--- src/rtl/rx_control_fifo.sv ---
// rx_control_fifo: receive-side word buffer between the UART receiver and the
// consumer. Captures every RX_Done_Sig word into a DEPTH-entry register FIFO,
// presents the head word with a valid/read handshake, and reports occupancy,
// almost-full and a sticky overflow flag.
module rx_control_fifo #(
  parameter int DATA_W    = 8,
  parameter int DEPTH     = 16,
  parameter int AFULL_LVL = DEPTH - 2
) (
  input  logic                          CLK,
  input  logic                          RST,
  input  logic                          RX_Done_Sig,
  input  logic [DATA_W-1:0]             RX_Data,
  input  logic                          RX_Read_Sig,
  input  logic                          RX_Ovf_Clr,
  output logic                          RX_En_Sig,
  output logic [DATA_W-1:0]             RX_Data_Out,
  output logic [$clog2(DEPTH):0]        RX_Count,
  output logic                          RX_Full_Sig,
  output logic                          RX_Afull_Sig,
  output logic                          RX_Ovf_Sig
);

  localparam int ADDR_W = $clog2(DEPTH);
  localparam int CNT_W  = ADDR_W + 1;

  logic [DATA_W-1:0] mem_q [DEPTH];
  logic [DATA_W-1:0] mem_d [DEPTH];
  logic [ADDR_W-1:0] wp_q, wp_d;
  logic [ADDR_W-1:0] rp_q, rp_d;
  logic [CNT_W-1:0]  cnt_q, cnt_d;
  logic              ovf_q, ovf_d;

  logic              full;
  logic              empty;
  logic              rd_acc;
  logic              wr_acc;
  logic              ovf_evt;

  // Handshake decode: a read frees a slot, so a full FIFO still takes a word
  // when the consumer pops in the same cycle; an empty FIFO never bypasses.
  always_comb begin
    full    = (cnt_q == CNT_W'(DEPTH));
    empty   = (cnt_q == '0);
    rd_acc  = RX_Read_Sig && !empty;
    wr_acc  = RX_Done_Sig && (!full || rd_acc);
    ovf_evt = RX_Done_Sig && full && !rd_acc;
  end

  // Next-state: storage write, pointer advance, occupancy and sticky overflow.
  always_comb begin
    mem_d = mem_q;
    wp_d  = wp_q;
    rp_d  = rp_q;
    cnt_d = cnt_q;
    ovf_d = ovf_q;

    if (wr_acc) begin
      mem_d[wp_q] = RX_Data;
      wp_d        = wp_q + ADDR_W'(1);
    end
    if (rd_acc) begin
      rp_d = rp_q + ADDR_W'(1);
    end

    if (wr_acc && !rd_acc) begin
      cnt_d = cnt_q + CNT_W'(1);
    end else if (rd_acc && !wr_acc) begin
      cnt_d = cnt_q - CNT_W'(1);
    end

    // A fresh drop in the same cycle as a clear keeps the flag set.
    if (ovf_evt) begin
      ovf_d = 1'b1;
    end else if (RX_Ovf_Clr) begin
      ovf_d = 1'b0;
    end
  end

  // State registers; reset discards all buffered words and clears storage.
  always_ff @(posedge CLK) begin
    if (RST) begin
      mem_q <= '{default: '0};
      wp_q  <= '0;
      rp_q  <= '0;
      cnt_q <= '0;
      ovf_q <= 1'b0;
    end else begin
      mem_q <= mem_d;
      wp_q  <= wp_d;
      rp_q  <= rp_d;
      cnt_q <= cnt_d;
      ovf_q <= ovf_d;
    end
  end

  // Output decode straight from registered state, no added latency.
  always_comb begin
    RX_En_Sig    = !empty;
    RX_Data_Out  = empty ? '0 : mem_q[rp_q];
    RX_Count     = cnt_q;
    RX_Full_Sig  = full;
    RX_Afull_Sig = (cnt_q >= CNT_W'(AFULL_LVL));
    RX_Ovf_Sig   = ovf_q;
  end

endmodule

--- config.mk ---
export PLATFORM = sky130hd
export DESIGN_NAME = rx_control_fifo
export DESIGN_NICKNAME = d
export VERILOG_FILES = /design/src/rtl/rx_control_fifo.sv
export SDC_FILE = /design/constraint.sdc
export NUM_CORES = 1
export LEC_CHECK = 0
export BUFFER_PORTS_ARGS = -buffer_cell sky130_fd_sc_hd__buf_4
export CORE_ASPECT_RATIO = 0.8
export CORE_MARGIN = 2
export CORE_UTILIZATION = 62
export DETAILED_ROUTE_END_ITERATION = 16
export GPL_TIMING_DRIVEN = 0
export PLACE_DENSITY = 0.77
export RECOVER_POWER = 25
export SKIP_LAST_GASP = 1
export SLEW_MARGIN = 25
export SYNTH_ARGS = -nofsm -noshare
export SYNTH_HDL_FRONTEND = slang
export SYNTH_SLANG_ARGS = --single-unit
--- constraint.sdc ---
create_clock -name CLK -period 3.78 [get_ports CLK]
set_clock_uncertainty 0.1 [all_clocks]
set_input_delay 0.567 -clock CLK [delete_from_list [all_inputs] [get_ports CLK]]
set_output_delay 0.567 -clock CLK [all_outputs]
set_load 0.05 [all_outputs]
==> impl_metrics.yaml <==
synthesis:
  synth_area_um2: 6820
  synth_warnings: 0
  yosysSeqAreaShare_pct: 41.7
  postSynthNetCount: 642
  ys_types: 36
  synth_area_per_cell_um2: 11.0
  synth-seq-cells: 142
  synthCells: 618
route:
  drt-pass1-iter-count: 5
  drt_wl_total_um: 17000
  drtAntennaViolNets: 0
  wl_per_cell_um: 20.7
  vias_per_cell: 6.06
  drt_iter0_markers: 387
  vias: 4985
  drc: 0
setup_path:
  crit_chain: "buf_2 -> buf_4 -> mux4_2 -> nor2b_1 -> a211oi_1 -> a211oi_1 -> buf_4"
  worstPathRequired_ps: 3110
  cp_slowest_cell: "mux4_2"
  cp-end-kind: "primary output"
  startpoint_type: "flop"
  arrival_ps: 2690
  path_class: "reg2out"
  critPathMaxFanout: 10
  slowest_delay_ps: 520
floorplanning:
  start_util_pct: 63.1
  die_y_um: 97.8
  die_area_um2: 11900
  ios: 30
  rows: 34
  core_area_um2: 10800
  die_width_um: 121
grt:
  gr-total-overflow: 0
  grt_first_pass_wirelength_um: 27100
  grt_pass1_vias: 5071
  grt_max_degree: 17
  antenna_found_initial: 0
  grt_util_met2_pct: 49.6
  met3_usage_pct: 5.96
  busiest_layer: "met2"
  met1_usage_pct: 39.9
  track_usage_pct: 29.9
sta:
  clock.fmax_mhz: 298
  slew_viol_final: 27
  final_hold_viol_count: 0
  rsz0062_at_grt: "no"
  fin_crit_sh_pct: 88.8
  worst_slew_pin_slew_ps: 1620
  setup_ws_ps: 424
  whs_ps: 343
  fin_tns_setup_ps: 0
  slew_headroom_pct: -8.26
  min_period_ps: 3360
  finalSetupViolCount: 0
min_path:
  min_path_type: "in2reg"
clock_tree:
  insertion_delay_ps: 420
  clockRootBuffer: "clkbuf_16"
  cts_buffers: 17
  cts.clk_slew.worst_paths_ps: 60
  ctsResizeCount: 0
  cts_buffer_depth: 2
  cts_hold_buf: 0
  cts_tree: "yes"
  cts_sinks: 142
  cts_setup_buffers: 0
  h-tree-depth: 4
cells_and_area:
  multi_input_area_um2: 3600
  drive_gt1_share_pct: 16.5
  area_growth_pct: 13.3
  n_antenna_cell: 0
  final_util_pct: 71.4
  ff_latch_area_um2: 2840
  fin_nets: 689
  fill_cells: 786
placement:
  dp_slack_ps: 527
  io_buffers: 28
  place.gp.congestion: 0.828
  hpwl_um: 11600
power:
  peakVddDrop_v: 0.000493
  p_total_mw: 4.62
  power_density_nw_per_um2: 599
  power_leakage_nw: 2.60
outcome:
  status: "complete, but fails checks"
  violations: "max-capacitance violations, max-slew violations"
run:
  drv_cap: 3
==> path summary, 6_finish.rpt <==
kind                                        to  slack, ps  cells past startpoint   startpoint
worst min register to register       mem_q[80]        390                      2    mem_q[80]
worst max-delay path            RX_Data_Out[0]        420                      7      rp_q[1]
worst min-delay path                 mem_q[15]        340                      3   RX_Data[7]
worst max register to register     RX_Count[4]        520                     11  RX_Count[0]
==> per-stage QoR <==
| stage | instances | instance area, um2 |
|---|---|---|
| 6_report | 822 | 7720 |
| 2_1_floorplan | 618 | 6820 |
| 5_1_grt | 822 | 7720 |
| 4_1_cts | 822 | 7860 |
| 3_5_place_dp | 790 | 7210 |
| 3_3_place_gp | 790 | 7210 |
==> state kept, by name (all words and copies together) (netlist names) <==
name,count
rp_q,4
mem_q,128
RX_Ovf_Sig,1
RX_Count,5
wp_q,4
==> placed cells by master, fill, tap and decap left out, types with 2 or more instances in the layout <==
| cell type | count |
|---|---|
| mux2i_1 | 138 |
| ha_1 | 10 |
| nor2b_1 | 9 |
| nand2_1 | 7 |
| nand3_1 | 3 |
| a311oi_4 | 8 |
| a21oi_1 | 6 |
| a31oi_1 | 8 |
| clkinv_2 | 2 |
| dfxtp_1 | 142 |
| clkbuf_16 | 17 |
| a31oi_2 | 2 |
| xor2_1 | 4 |
| xnor2_1 | 4 |
| buf_4 | 28 |
| a211oi_1 | 18 |
| nor2_1 | 146 |
| clkbuf_8 | 3 |
| bufinv_16 | 5 |
| clkbuf_1 | 43 |
| buf_2 | 8 |
| nand3b_1 | 2 |
| mux4_2 | 32 |
| inv_1 | 8 |
| clkinvlp_4 | 2 |
| nand4b_1 | 8 |
==> layer usage <==
layer / up-vias / share of wire [%]
li1: 2283 / -
met3: 25 / 5.6
met2: 184 / 48
met4: 0 / 1.4
met5: - / 0
met1: 2493 / 45
==> final cells by class <==
class / instances / area share (%)
multi-input combinational: 418 / 46.6
sequential: 142 / 36.8
clock buffer: 22 / 6.14
buffer: 49 / 2.80
timing repair buffer: 28 / 2.43
clock inverter: 10 / 2.38
tap: 144 / 2.33
inverter: 9 / 0.470
==> kinds of logic (layout without fill, tap and decap cells) <==
logic type,Yosys count,after routing,share of synthesized area (%)
DFF,142,142,41.7
xor gates and xnor gates,8,8,1.03
adders and majority gates,11,11,2.13
and+or+nand+nor,181,181,11.3
AOI/OAI and AO/OA,47,47,8.92
buffers and inverters,58,118,3.93
muxes,171,171,31.0
==> power by group <==
group	leakage, nW	internal [mW]	switching, mW
logic	1.14	0.375	0.783
registers	1.15	1.55	0.0482
clock network	0.316	1.22	0.639
==> cell usage after synthesis, drive strengths merged <==
library cell | count | area share [%]
nand4b | 8 | 1.0
mux2i | 138 | 20
buf | 16 | 1.6
or3 | 1 | 0.092
a21oi | 6 | 0.44
o211ai | 1 | 0.11
dfxtp | 142 | 42
xor2 | 4 | 0.51
or2 | 1 | 0.092
o21ai | 2 | 0.20
a211oi | 18 | 2.0
xnor2 | 4 | 0.51
fa | 1 | 0.29
ha | 10 | 1.8
nand4 | 1 | 0.092
nor2b | 9 | 0.83
a31oi | 10 | 2.7
nand3b | 2 | 0.22
nand3 | 3 | 0.22
mux2 | 1 | 0.17
nand2 | 7 | 0.39
nor4 | 1 | 0.092
inv | 9 | 0.53
or4 | 1 | 0.11
nor3 | 1 | 0.073
o31ai | 2 | 0.42
nor2 | 146 | 8.0
clkbuf | 33 | 1.8
a311oi | 8 | 3.1
mux4 | 32 | 11
==> critical path, delay by kind of cell (launching register included) <==
kind                   cells  cell delay (ps)
AND/OR/NAND/NOR            1              150
multiplexers               1              520
flip-flops                 1              320
buffers and inverters      3              800
AO/OA/AOI/OAI              2              460
Note: power is estimated with default switching activity, not from simulation.
